### src/rtl/spi_slave_word.sv
`default_nettype none
// ============================================================================
// Module   : spi_slave_word -- oversampled full-duplex SPI slave, any mode
// Revision : 1.0 -- optional overrun pulse enabled by SPI_SLAVE_OVR_EN
// ============================================================================
module spi_slave_word #(
    parameter int WORD_W      = 8,
    parameter int CPOL        = 0,
    parameter int CPHA        = 0,
    parameter int MSB_FIRST   = 1,
    parameter int SYNC_STAGES = 2
) (
    input  logic              clk,
    input  logic              rst_n,
    input  logic              spi_clk,
    input  logic              spi_ss,
    input  logic              spi_mosi,
    output logic              spi_miso,
    input  logic [WORD_W-1:0] tx_data,
    input  logic              tx_valid,
    output logic              tx_ready,
    output logic [WORD_W-1:0] rx_data,
    output logic              rx_valid,
    input  logic              rx_ready,
    output logic              rx_overrun,
    output logic              busy
);

    localparam int               CNT_W  = $clog2(WORD_W);
    localparam logic [CNT_W-1:0] c_last = CNT_W'(WORD_W - 1);
    localparam logic             c_cpol = (CPOL != 0);
    localparam logic             c_cpha = (CPHA != 0);

    typedef enum logic [0:0] {
        ST_IDLE = 1'b0,
        ST_XFER = 1'b1
    } state_t;

    state_t                  r_state;
    state_t                  w_state_nxt;
    logic                    w_start;
    logic                    w_stop;

    logic [SYNC_STAGES-1:0]  r_clk_sync;
    logic [SYNC_STAGES-1:0]  r_ss_sync;
    logic [SYNC_STAGES-1:0]  r_mosi_sync;
    logic                    r_clk_prev;
    logic                    w_clk_s;
    logic                    w_ss_s;
    logic                    w_mosi_s;

    logic                    w_clk_edge;
    logic                    w_lead;
    logic                    w_trail;
    logic                    w_sample;
    logic                    w_shift;
    logic                    w_active;
    logic                    w_sample_en;
    logic                    w_shift_en;
    logic                    w_load;
    logic                    w_wrap;

    logic [CNT_W-1:0]        r_bit_cnt;
    logic                    r_first;
    logic [WORD_W-1:0]       r_rx_shift;
    logic [WORD_W-1:0]       w_rx_next;
    logic                    r_rx_done;
    logic [WORD_W-1:0]       r_rx_data;
    logic                    r_rx_valid;

    logic [WORD_W-1:0]       r_tx_shift;
    logic [WORD_W-1:0]       w_tx_next;
    logic                    w_tx_bit;
    logic [WORD_W-1:0]       r_hold;
    logic                    r_hold_full;

    // ------------------------------------------------------------------
    // Pin synchronisers and spi_clk edge detection
    // ------------------------------------------------------------------
    always_ff @(posedge clk or negedge rst_n) begin
        if (!rst_n) begin
            r_clk_sync  <= {SYNC_STAGES{c_cpol}};
            r_ss_sync   <= '1;
            r_mosi_sync <= '0;
            r_clk_prev  <= c_cpol;
        end else begin
            r_clk_sync  <= {r_clk_sync[SYNC_STAGES-2:0], spi_clk};
            r_ss_sync   <= {r_ss_sync[SYNC_STAGES-2:0], spi_ss};
            r_mosi_sync <= {r_mosi_sync[SYNC_STAGES-2:0], spi_mosi};
            r_clk_prev  <= w_clk_s;
        end
    end

    assign w_clk_s    = r_clk_sync[SYNC_STAGES-1];
    assign w_ss_s     = r_ss_sync[SYNC_STAGES-1];
    assign w_mosi_s   = r_mosi_sync[SYNC_STAGES-1];

    assign w_clk_edge = w_clk_s ^ r_clk_prev;
    assign w_lead     = w_clk_edge & (w_clk_s != c_cpol);
    assign w_trail    = w_clk_edge & (w_clk_s == c_cpol);
    assign w_sample   = c_cpha ? w_trail : w_lead;
    assign w_shift    = c_cpha ? w_lead  : w_trail;

    // ------------------------------------------------------------------
    // Transfer FSM
    // ------------------------------------------------------------------
    always_ff @(posedge clk or negedge rst_n) begin
        if (!rst_n) begin
            r_state <= ST_IDLE;
        end else begin
            r_state <= w_state_nxt;
        end
    end

    always_comb begin
        w_state_nxt = r_state;
        w_start     = 1'b0;
        w_stop      = 1'b0;
        case (r_state)
            ST_IDLE: begin
                if (!w_ss_s) begin
                    w_state_nxt = ST_XFER;
                    w_start     = 1'b1;
                end
            end
            ST_XFER: begin
                if (w_ss_s) begin
                    w_state_nxt = ST_IDLE;
                    w_stop      = 1'b1;
                end
            end
            default: w_state_nxt = ST_IDLE;
        endcase
    end

    assign w_active    = (r_state == ST_XFER) && !w_ss_s;
    assign w_sample_en = w_active && w_sample;
    assign w_wrap      = w_sample_en && (r_bit_cnt == c_last);

    // CPHA=0 presents its first bit from the select edge, so the word
    // boundary shift edge is the only other load point.
    assign w_load      = (w_start && !c_cpha)
                      || (w_active && w_shift && (r_bit_cnt == '0) && !(!c_cpha && r_first));
    assign w_shift_en  = w_active && w_shift && !w_load;

    // ------------------------------------------------------------------
    // Bit order selection
    // ------------------------------------------------------------------
    generate
        if (MSB_FIRST != 0) begin : g_msb_first
            assign w_rx_next = {r_rx_shift[WORD_W-2:0], w_mosi_s};
            assign w_tx_next = {r_tx_shift[WORD_W-2:0], 1'b1};
            assign w_tx_bit  = r_tx_shift[WORD_W-1];
        end else begin : g_lsb_first
            assign w_rx_next = {w_mosi_s, r_rx_shift[WORD_W-1:1]};
            assign w_tx_next = {1'b1, r_tx_shift[WORD_W-1:1]};
            assign w_tx_bit  = r_tx_shift[0];
        end
    endgenerate

    // ------------------------------------------------------------------
    // Receive path
    // ------------------------------------------------------------------
    always_ff @(posedge clk or negedge rst_n) begin
        if (!rst_n) begin
            r_bit_cnt  <= '0;
            r_first    <= 1'b0;
            r_rx_shift <= '0;
            r_rx_done  <= 1'b0;
        end else begin
            r_rx_done <= 1'b0;
            if (w_start) begin
                r_first <= 1'b1;
            end else if (w_active && w_shift) begin
                r_first <= 1'b0;
            end
            if ((r_state == ST_IDLE) || w_stop) begin
                r_bit_cnt <= '0;
            end else if (w_sample_en) begin
                r_rx_shift <= w_rx_next;
                r_bit_cnt  <= w_wrap ? '0 : r_bit_cnt + CNT_W'(1);
                r_rx_done  <= w_wrap;
            end
        end
    end

    // A completion takes priority over a consume in the same cycle.
    always_ff @(posedge clk or negedge rst_n) begin
        if (!rst_n) begin
            r_rx_data  <= '0;
            r_rx_valid <= 1'b0;
        end else begin
            if (r_rx_done) begin
                r_rx_data  <= r_rx_shift;
                r_rx_valid <= 1'b1;
            end else if (r_rx_valid && rx_ready) begin
                r_rx_valid <= 1'b0;
            end
        end
    end

`ifdef SPI_SLAVE_OVR_EN
    logic r_overrun;

    always_ff @(posedge clk or negedge rst_n) begin
        if (!rst_n) begin
            r_overrun <= 1'b0;
        end else begin
            r_overrun <= r_rx_done && r_rx_valid && !rx_ready;
        end
    end

    assign rx_overrun = r_overrun;
`else
    assign rx_overrun = 1'b0;
`endif

    // ------------------------------------------------------------------
    // Transmit path: holding register feeding the output shifter
    // ------------------------------------------------------------------
    always_ff @(posedge clk or negedge rst_n) begin
        if (!rst_n) begin
            r_tx_shift  <= '1;
            r_hold      <= '0;
            r_hold_full <= 1'b0;
        end else begin
            if (w_load) begin
                r_tx_shift <= r_hold_full ? r_hold : '1;
            end else if (w_shift_en) begin
                r_tx_shift <= w_tx_next;
            end
            // A write landing on a load cycle is kept for the next load.
            if (w_load && r_hold_full) begin
                r_hold_full <= 1'b0;
            end else if (tx_valid && !r_hold_full) begin
                r_hold      <= tx_data;
                r_hold_full <= 1'b1;
            end
        end
    end

    assign spi_miso = (r_state == ST_XFER) && w_tx_bit;
    assign tx_ready = !r_hold_full;
    assign rx_data  = r_rx_data;
    assign rx_valid = r_rx_valid;
    assign busy     = (r_state == ST_XFER);

endmodule
`default_nettype wire
### config.mk
export PLATFORM = sky130hd
export DESIGN_NAME = spi_slave_word
export DESIGN_NICKNAME = d
export VERILOG_FILES = /design/src/rtl/spi_slave_word.sv
export SDC_FILE = /design/constraint.sdc
export NUM_CORES = 1
export LEC_CHECK = 0
export BUFFER_PORTS_ARGS = -buffer_cell sky130_fd_sc_hd__buf_2
export CAP_MARGIN = 40
export CORE_MARGIN = 1
export CORE_UTILIZATION = 57
export DETAILED_ROUTE_END_ITERATION = 16
export PLACE_DENSITY = 0.81
export SLEW_MARGIN = 5
export SYNTH_ARGS = -nofsm -noshare
export SYNTH_HDL_FRONTEND = slang
export SYNTH_SLANG_ARGS = --single-unit
### constraint.sdc
create_clock -name clk -period 3.65 [get_ports clk]
set_clock_uncertainty 0.15 [all_clocks]
set_input_delay 0.73 -clock clk [delete_from_list [all_inputs] [get_ports clk]]
set_output_delay 0.73 -clock clk [all_outputs]
set_load 0.01 [all_outputs]
==> impl_metrics.env, run 1 <==
export IMPL_rsz0062_at_grt="false"
export IMPL_dpl_worst_slack_ns=1.56
export IMPL_p_leak_nw=1.05
export IMPL_status="finished, final reports clean"
export IMPL_dpl_hpwl_um=2480
export IMPL_final_cell_mix="dfrtp_1 (37), buf_2 (26), mux2_2 (23)"
export IMPL_cts_sinks=47
export IMPL_clock_path_buffers=2
export IMPL_crit_chain="clkinv_1 -> nor2_1 -> buf_2"
export IMPL_cts_root_buf="clkbuf_4"
export IMPL_whs_ns=0.142
export IMPL_cts_buffers=5
export IMPL_synth_edf_count=0
export IMPL_ys_flop_type="dfrtp_1"
export IMPL_ant_nets=0
export IMPL_multi_input_area_um2=717
export IMPL_clk_pin_slew_ns=0.14
export IMPL_setup_viol=0
export IMPL_post_cts_resized=0
export IMPL_ir_worst_vdd_mv=0.322
export IMPL_ios=28
export IMPL_critPathMaxStageDelay_ns=0.61
export IMPL_fin_nets=196
export IMPL_diodes=0
export IMPL_gp_congestion=0.894
export IMPL_hold_viol=0
export IMPL_dieHeight_um=61.3
export IMPL_clkLatencyLatePin_ns=0.36
export IMPL_r2r_end="r_tx_shift[3]"
export IMPL_cp_arrival_ns=1.58
export IMPL_n_fill_cell=288
export IMPL_syn_inst=152
export IMPL_syn_to_final_growth_pct=10.9
export IMPL_post_route_drc_count=0
export IMPL_grt_overflow=0
export IMPL_fin_crit_ns=2.46
export IMPL_cp_max_fo=12
export IMPL_setup_tns_ns=0
export IMPL_first_pass_iters=4
export IMPL_cp_num_buf_inv=2
export IMPL_vias=1251
export IMPL_synth_warnings=0
export IMPL_drt_iter0_markers=99
export IMPL_start_kind="register"
export IMPL_p_total_mw=1.11
export IMPL_grt_max_degree=29
export IMPL_utilization=0.662
export IMPL_synthesis_area_um2=2010
export IMPL_drive_gt1_frac=0.391
export IMPL_drv_slew=0
export IMPL_post_cts_buffers=0
export IMPL_grtUsageTotal=0.202
export IMPL_h_tree_depth=2
export IMPL_synth_distinct_cells=37
export IMPL_cp_top_family="flip-flops"
export IMPL_hp_class="in -> async"
export IMPL_fmax_mhz=407
export IMPL_viasPerCell=5.56
export IMPL_cts_tree="yes"
export IMPL_design_die_area_um2=3760
export IMPL_crit_type="reg -> out"
export IMPL_wirelength_um=3340
export IMPL_power_density_nw_per_um2=501
export IMPL_cap_violations=0
export IMPL_wire_per_inst_um=14.8
export IMPL_slowest_stage="dfrtp_1"
export IMPL_async_flop_share=1.00
export IMPL_seqCellArea_um2=1190
export IMPL_worstPathRequired_ns=2.77
export IMPL_reg2regPathDepth=5
export IMPL_min_period_over_period=0.674
export IMPL_slew_headroom=0.503
export IMPL_tightest_slew_ns=0.744
export IMPL_portBuffers=26
export IMPL_syn_nets=170
export IMPL_dieWidth_um=61.3
export IMPL_seq_area_frac_synth=0.592
export IMPL_antenna_found_initial=0
export IMPL_crit_path_end_kind="primary output"
export IMPL_reg2reg_from="r_bit_cnt[0]"
export IMPL_core_area_um2=3360
export IMPL_fin_ws_ns=1.19
export IMPL_final_common_cell="dfrtp_1"
export IMPL_grt_pass1_wl_um=5250
export IMPL_ys_ff_latch=47
export IMPL_synth_avg_cell_area_um2=13.2
export IMPL_grt_pass1_vias=1166
export IMPL_row_count=21
export IMPL_start_util=0.597
export IMPL_reg2reg_slack_ns=1.82
export IMPL_ctsHoldBuffers=0
-- layer usage --
metal	track usage	share of wire	vias to the layer above
li1	-	-	596
met1	0.244	0.41	604
met2	0.326	0.51	42
met3	0.0756	0.062	9
met4	0.0857	0.016	0
met5	0	0	-
-- how the worst max path moves through the flow --
stage	from	end	slack, ns	cells after the start
after floorplan	busy	spi_miso	1.82	3
after global placement	tx_valid	r_hold[6]	1.66	3
after detailed placement	tx_valid	r_hold[0]	1.56	3
after CTS	busy	spi_miso	1.18	3
after global routing	busy	spi_miso	1.04	3
final	busy	spi_miso	1.19	3
-- where the power goes --
part / switching [mW] / internal, mW / total [mW]
clock network: 0.157 / 0.0936 / 0.250
logic: 0.0858 / 0.0984 / 0.184
registers: 0.0567 / 0.623 / 0.680
-- cell usage after synthesis (2+ instances only) --
master / number / area (um2)
dfstp_2: 10 / 263
buf_4: 2 / 15.0
o22ai_1: 7 / 43.8
a21oi_1: 2 / 10.0
clkinv_1: 3 / 11.3
a21o_1: 2 / 15.0
dfrtp_1: 37 / 926
buf_2: 2 / 10.0
o21bai_1: 7 / 52.6
nand3b_1: 2 / 15.0
nand2_1: 2 / 7.51
ha_1: 3 / 37.5
a211oi_1: 7 / 52.6
o221ai_1: 7 / 61.3
inv_1: 11 / 41.3
mux2_2: 23 / 259
nor2_1: 3 / 11.3
nor2b_1: 3 / 18.8
-- worst reg2reg max path: cells and delay by family, from the launching register on --
family | cells | cell delay (ns)
compound gates | 2 | 0.48
simple gates | 1 | 0.47
flops | 1 | 0.43
fa+ha+maj | 1 | 0.16
buf+inv | 1 | 0.07
-- kinds of logic (layout without fill, tap and decap cells) --
logic type	after synthesis	in the layout	synth area share
flops	47	47	0.592
mux	25	25	0.140
simple gates	18	18	0.0648
fa+ha+maj	3	3	0.0187
other cells	1	1	0.00187
compound gates	36	36	0.132
buf+inv	22	49	0.0505
-- area by class of cell --
| cell class | instances | area share |
|---|---|---|
| flip-flops and latches | 47 | 0.534 |
| multi-input cells | 83 | 0.322 |
| repair buffers | 27 | 0.0675 |
| well taps | 46 | 0.0259 |
| clock buffers | 7 | 0.0247 |
| inverters | 14 | 0.0236 |
| clock inverters | 1 | 0.00225 |
-- flip-flops by register name (all words and copies together), names as in the netlist --
name	count
busy	1
r_bit_cnt	3
r_clk_prev	1
r_clk_sync	2
r_first	1
r_hold	8
r_hold_full	1
r_mosi_sync	2
r_rx_done	1
r_rx_shift	8
r_ss_sync	2
r_tx_shift	8
rx_data	8
rx_valid	1
-- stage by stage --
stage / cells / area [um2]
6_report: 225 / 2230
2_1_floorplan: 152 / 2010
3_5_place_dp: 217 / 2170
4_1_cts: 225 / 2230
3_3_place_gp: 216 / 2150
5_1_grt: 225 / 2230
Power figures use the tool's default switching activity.
==> inputs of run 2 (changes only) <==
Settings changed: CORE_UTILIZATION 57 to 56, PLACE_DENSITY 0.81 to 0.8.
Clock period 3.65 ns to 2.5 ns, I/O delays scaled along.
==> impl_metrics.env, run 2 (same netlist as run 1, synthesis figures left out) <==
export IMPL_gp_congestion=0.800
export IMPL_post_route_drc_count=0
export IMPL_pwr_share_seq=0.606
export IMPL_cp_top_family="flip-flops"
export IMPL_design_die_area_um2=3830
export IMPL_post_cts_resized=0
export IMPL_clkLatencyLatePin_ns=0.37
export IMPL_grt_max_degree=41
export IMPL_setup_viol=0
export IMPL_critPathMaxStageDelay_ns=0.62
export IMPL_final_cell_mix="dfrtp_1 (37), buf_2 (26), mux2_2 (23)"
export IMPL_reg2reg_slack_ns=0.65
export IMPL_drv_slew=0
export IMPL_fin_nets=197
export IMPL_final_common_cell="dfrtp_1"
export IMPL_reg2regPathDepth=5
export IMPL_cts_buffers=5
export IMPL_wire_per_inst_um=14.6
export IMPL_dieHeight_um=61.9
export IMPL_worstPathRequired_ns=1.85
export IMPL_start_kind="register"
export IMPL_p_leak_nw=1.05
export IMPL_dpl_worst_slack_ns=0.633
export IMPL_dpl_hpwl_um=2440
export IMPL_internal_power_mw=1.19
export IMPL_r2r_end="r_tx_shift[5]"
export IMPL_h_tree_depth=2
export IMPL_hp_class="in -> async"
export IMPL_fmax_mhz=444
export IMPL_hold_viol=0
export IMPL_clkPwrFrac=0.232
export IMPL_p_total_mw=1.63
export IMPL_design_area_um2=2230
export IMPL_cts_tree="yes"
export IMPL_crit_chain="clkinv_1 -> nor2_1 -> buf_2"
export IMPL_min_period_over_period=0.901
export IMPL_clk_pin_slew_ns=0.13
export IMPL_drive_gt1_frac=0.400
export IMPL_power_density_nw_per_um2=734
export IMPL_crit_type="reg -> out"
export IMPL_fin_crit_ns=2.25
export IMPL_power_switching_mw=0.442
export IMPL_syn_to_final_growth_pct=10.9
export IMPL_wirelength_um=3300
export IMPL_drt_iter0_markers=47
export IMPL_status="finished, final reports clean"
export IMPL_ios=28
export IMPL_vias=1234
export IMPL_ir_worst_vdd_mv=0.444
export IMPL_whs_ns=0.0644
export IMPL_clock_path_buffers=2
export IMPL_ant_nets=0
export IMPL_n_fill_cell=252
export IMPL_grt_overflow=0
export IMPL_dieWidth_um=61.9
export IMPL_cp_max_fo=12
export IMPL_fin_ws_ns=0.248
export IMPL_ctsHoldBuffers=0
export IMPL_placed_area_um2=2160
export IMPL_cp_num_buf_inv=2
export IMPL_start_util=0.592
export IMPL_pwr_share_comb=0.162
export IMPL_first_pass_iters=4
export IMPL_slowest_stage="dfrtp_1"
export IMPL_crit_path_end_kind="primary output"
export IMPL_diodes=0
export IMPL_tightest_slew_ns=0.826
export IMPL_reg2reg_from="r_bit_cnt[0]"
export IMPL_row_count=21
export IMPL_cts_sinks=47
export IMPL_cp_arrival_ns=1.60
export IMPL_slew_headroom=0.450
export IMPL_switching_share=0.271
export IMPL_grt_pass1_vias=1162
export IMPL_cts_root_buf="clkbuf_4"
export IMPL_viasPerCell=5.46
export IMPL_post_cts_buffers=0
export IMPL_antenna_found_initial=0
export IMPL_grtUsageTotal=0.208
export IMPL_setup_tns_ns=0
export IMPL_grt_pass1_wl_um=5440
export IMPL_cap_violations=0
export IMPL_portBuffers=26
export IMPL_rsz0062_at_grt="false"
export IMPL_core_area_um2=3390
-- run 2: cell types whose count changed in the layout (fill, tap and decap cells not counted) --
cell	previous run	this run
buf_4	0	2
buf_12	1	0
clkbuf_1	1	0
inv_6	0	1
-- run 2: worst register-to-register path: cells and delay by family, from the launching register on --
kind,cells,cell delay (ns)
AO/OA/AOI/OAI,2,0.47
adder cells (fa/ha/maj),1,0.16
buffers and inverters,1,0.07
flip-flops,1,0.43
AND/OR/NAND/NOR,1,0.49
-- run 2: worst max-delay path by stage --
stage | end | cells after the start | slack (ns) | start
4_1_cts | spi_miso | 3 | 0.25 | busy
2_1_floorplan | r_tx_shift[1] | 6 | 0.89 | r_bit_cnt[0]
3_3_place_gp | spi_miso | 3 | 0.72 | busy
6_report | spi_miso | 3 | 0.25 | busy
5_1_grt | spi_miso | 3 | 0.13 | busy
3_5_place_dp | r_hold[7] | 3 | 0.63 | tx_valid
-- run 2: area by class of cell --
type / instances / area [um2] / share of cell area
clock inverter: 2 / 13.8 / 0.00618
sequential: 47 / 1190 / 0.534
tap: 46 / 57.6 / 0.0259
timing repair buffer: 28 / 145 / 0.0652
clock buffer: 6 / 51.3 / 0.0230
multi-input combinational: 83 / 717 / 0.322
inverter: 14 / 52.6 / 0.0236
-- run 2: power by group through the flow --
stage / Combinational, mW / Clock, mW / Sequential [mW]
6_report: 0.265 / 0.379 / 0.990
5_1_grt: 0.297 / 0.429 / 1.01
4_1_cts: 0.269 / 0.389 / 0.990
3_5_place_dp: 0.268 / 0 / 1.01
3_3_place_gp: 0.252 / 0 / 0.996
2_1_floorplan: 0.212 / 0 / 0.971
-- run 2: routing by layer --
| metal | part of all wire | global-route usage |
|---|---|---|
| met2 | 0.50 | 0.329 |
| met1 | 0.43 | 0.259 |
| met4 | 0.023 | 0.117 |
| met3 | 0.042 | 0.0559 |
| met5 | 0 | 0 |
-- run 2: metrics by stage --
step / instances / utilization
floorplan: 152 / -
global placement: 218 / 0.638
detailed placement: 218 / 0.638
CTS: 226 / 0.657
global route: 226 / 0.657
finish: 226 / 0.657
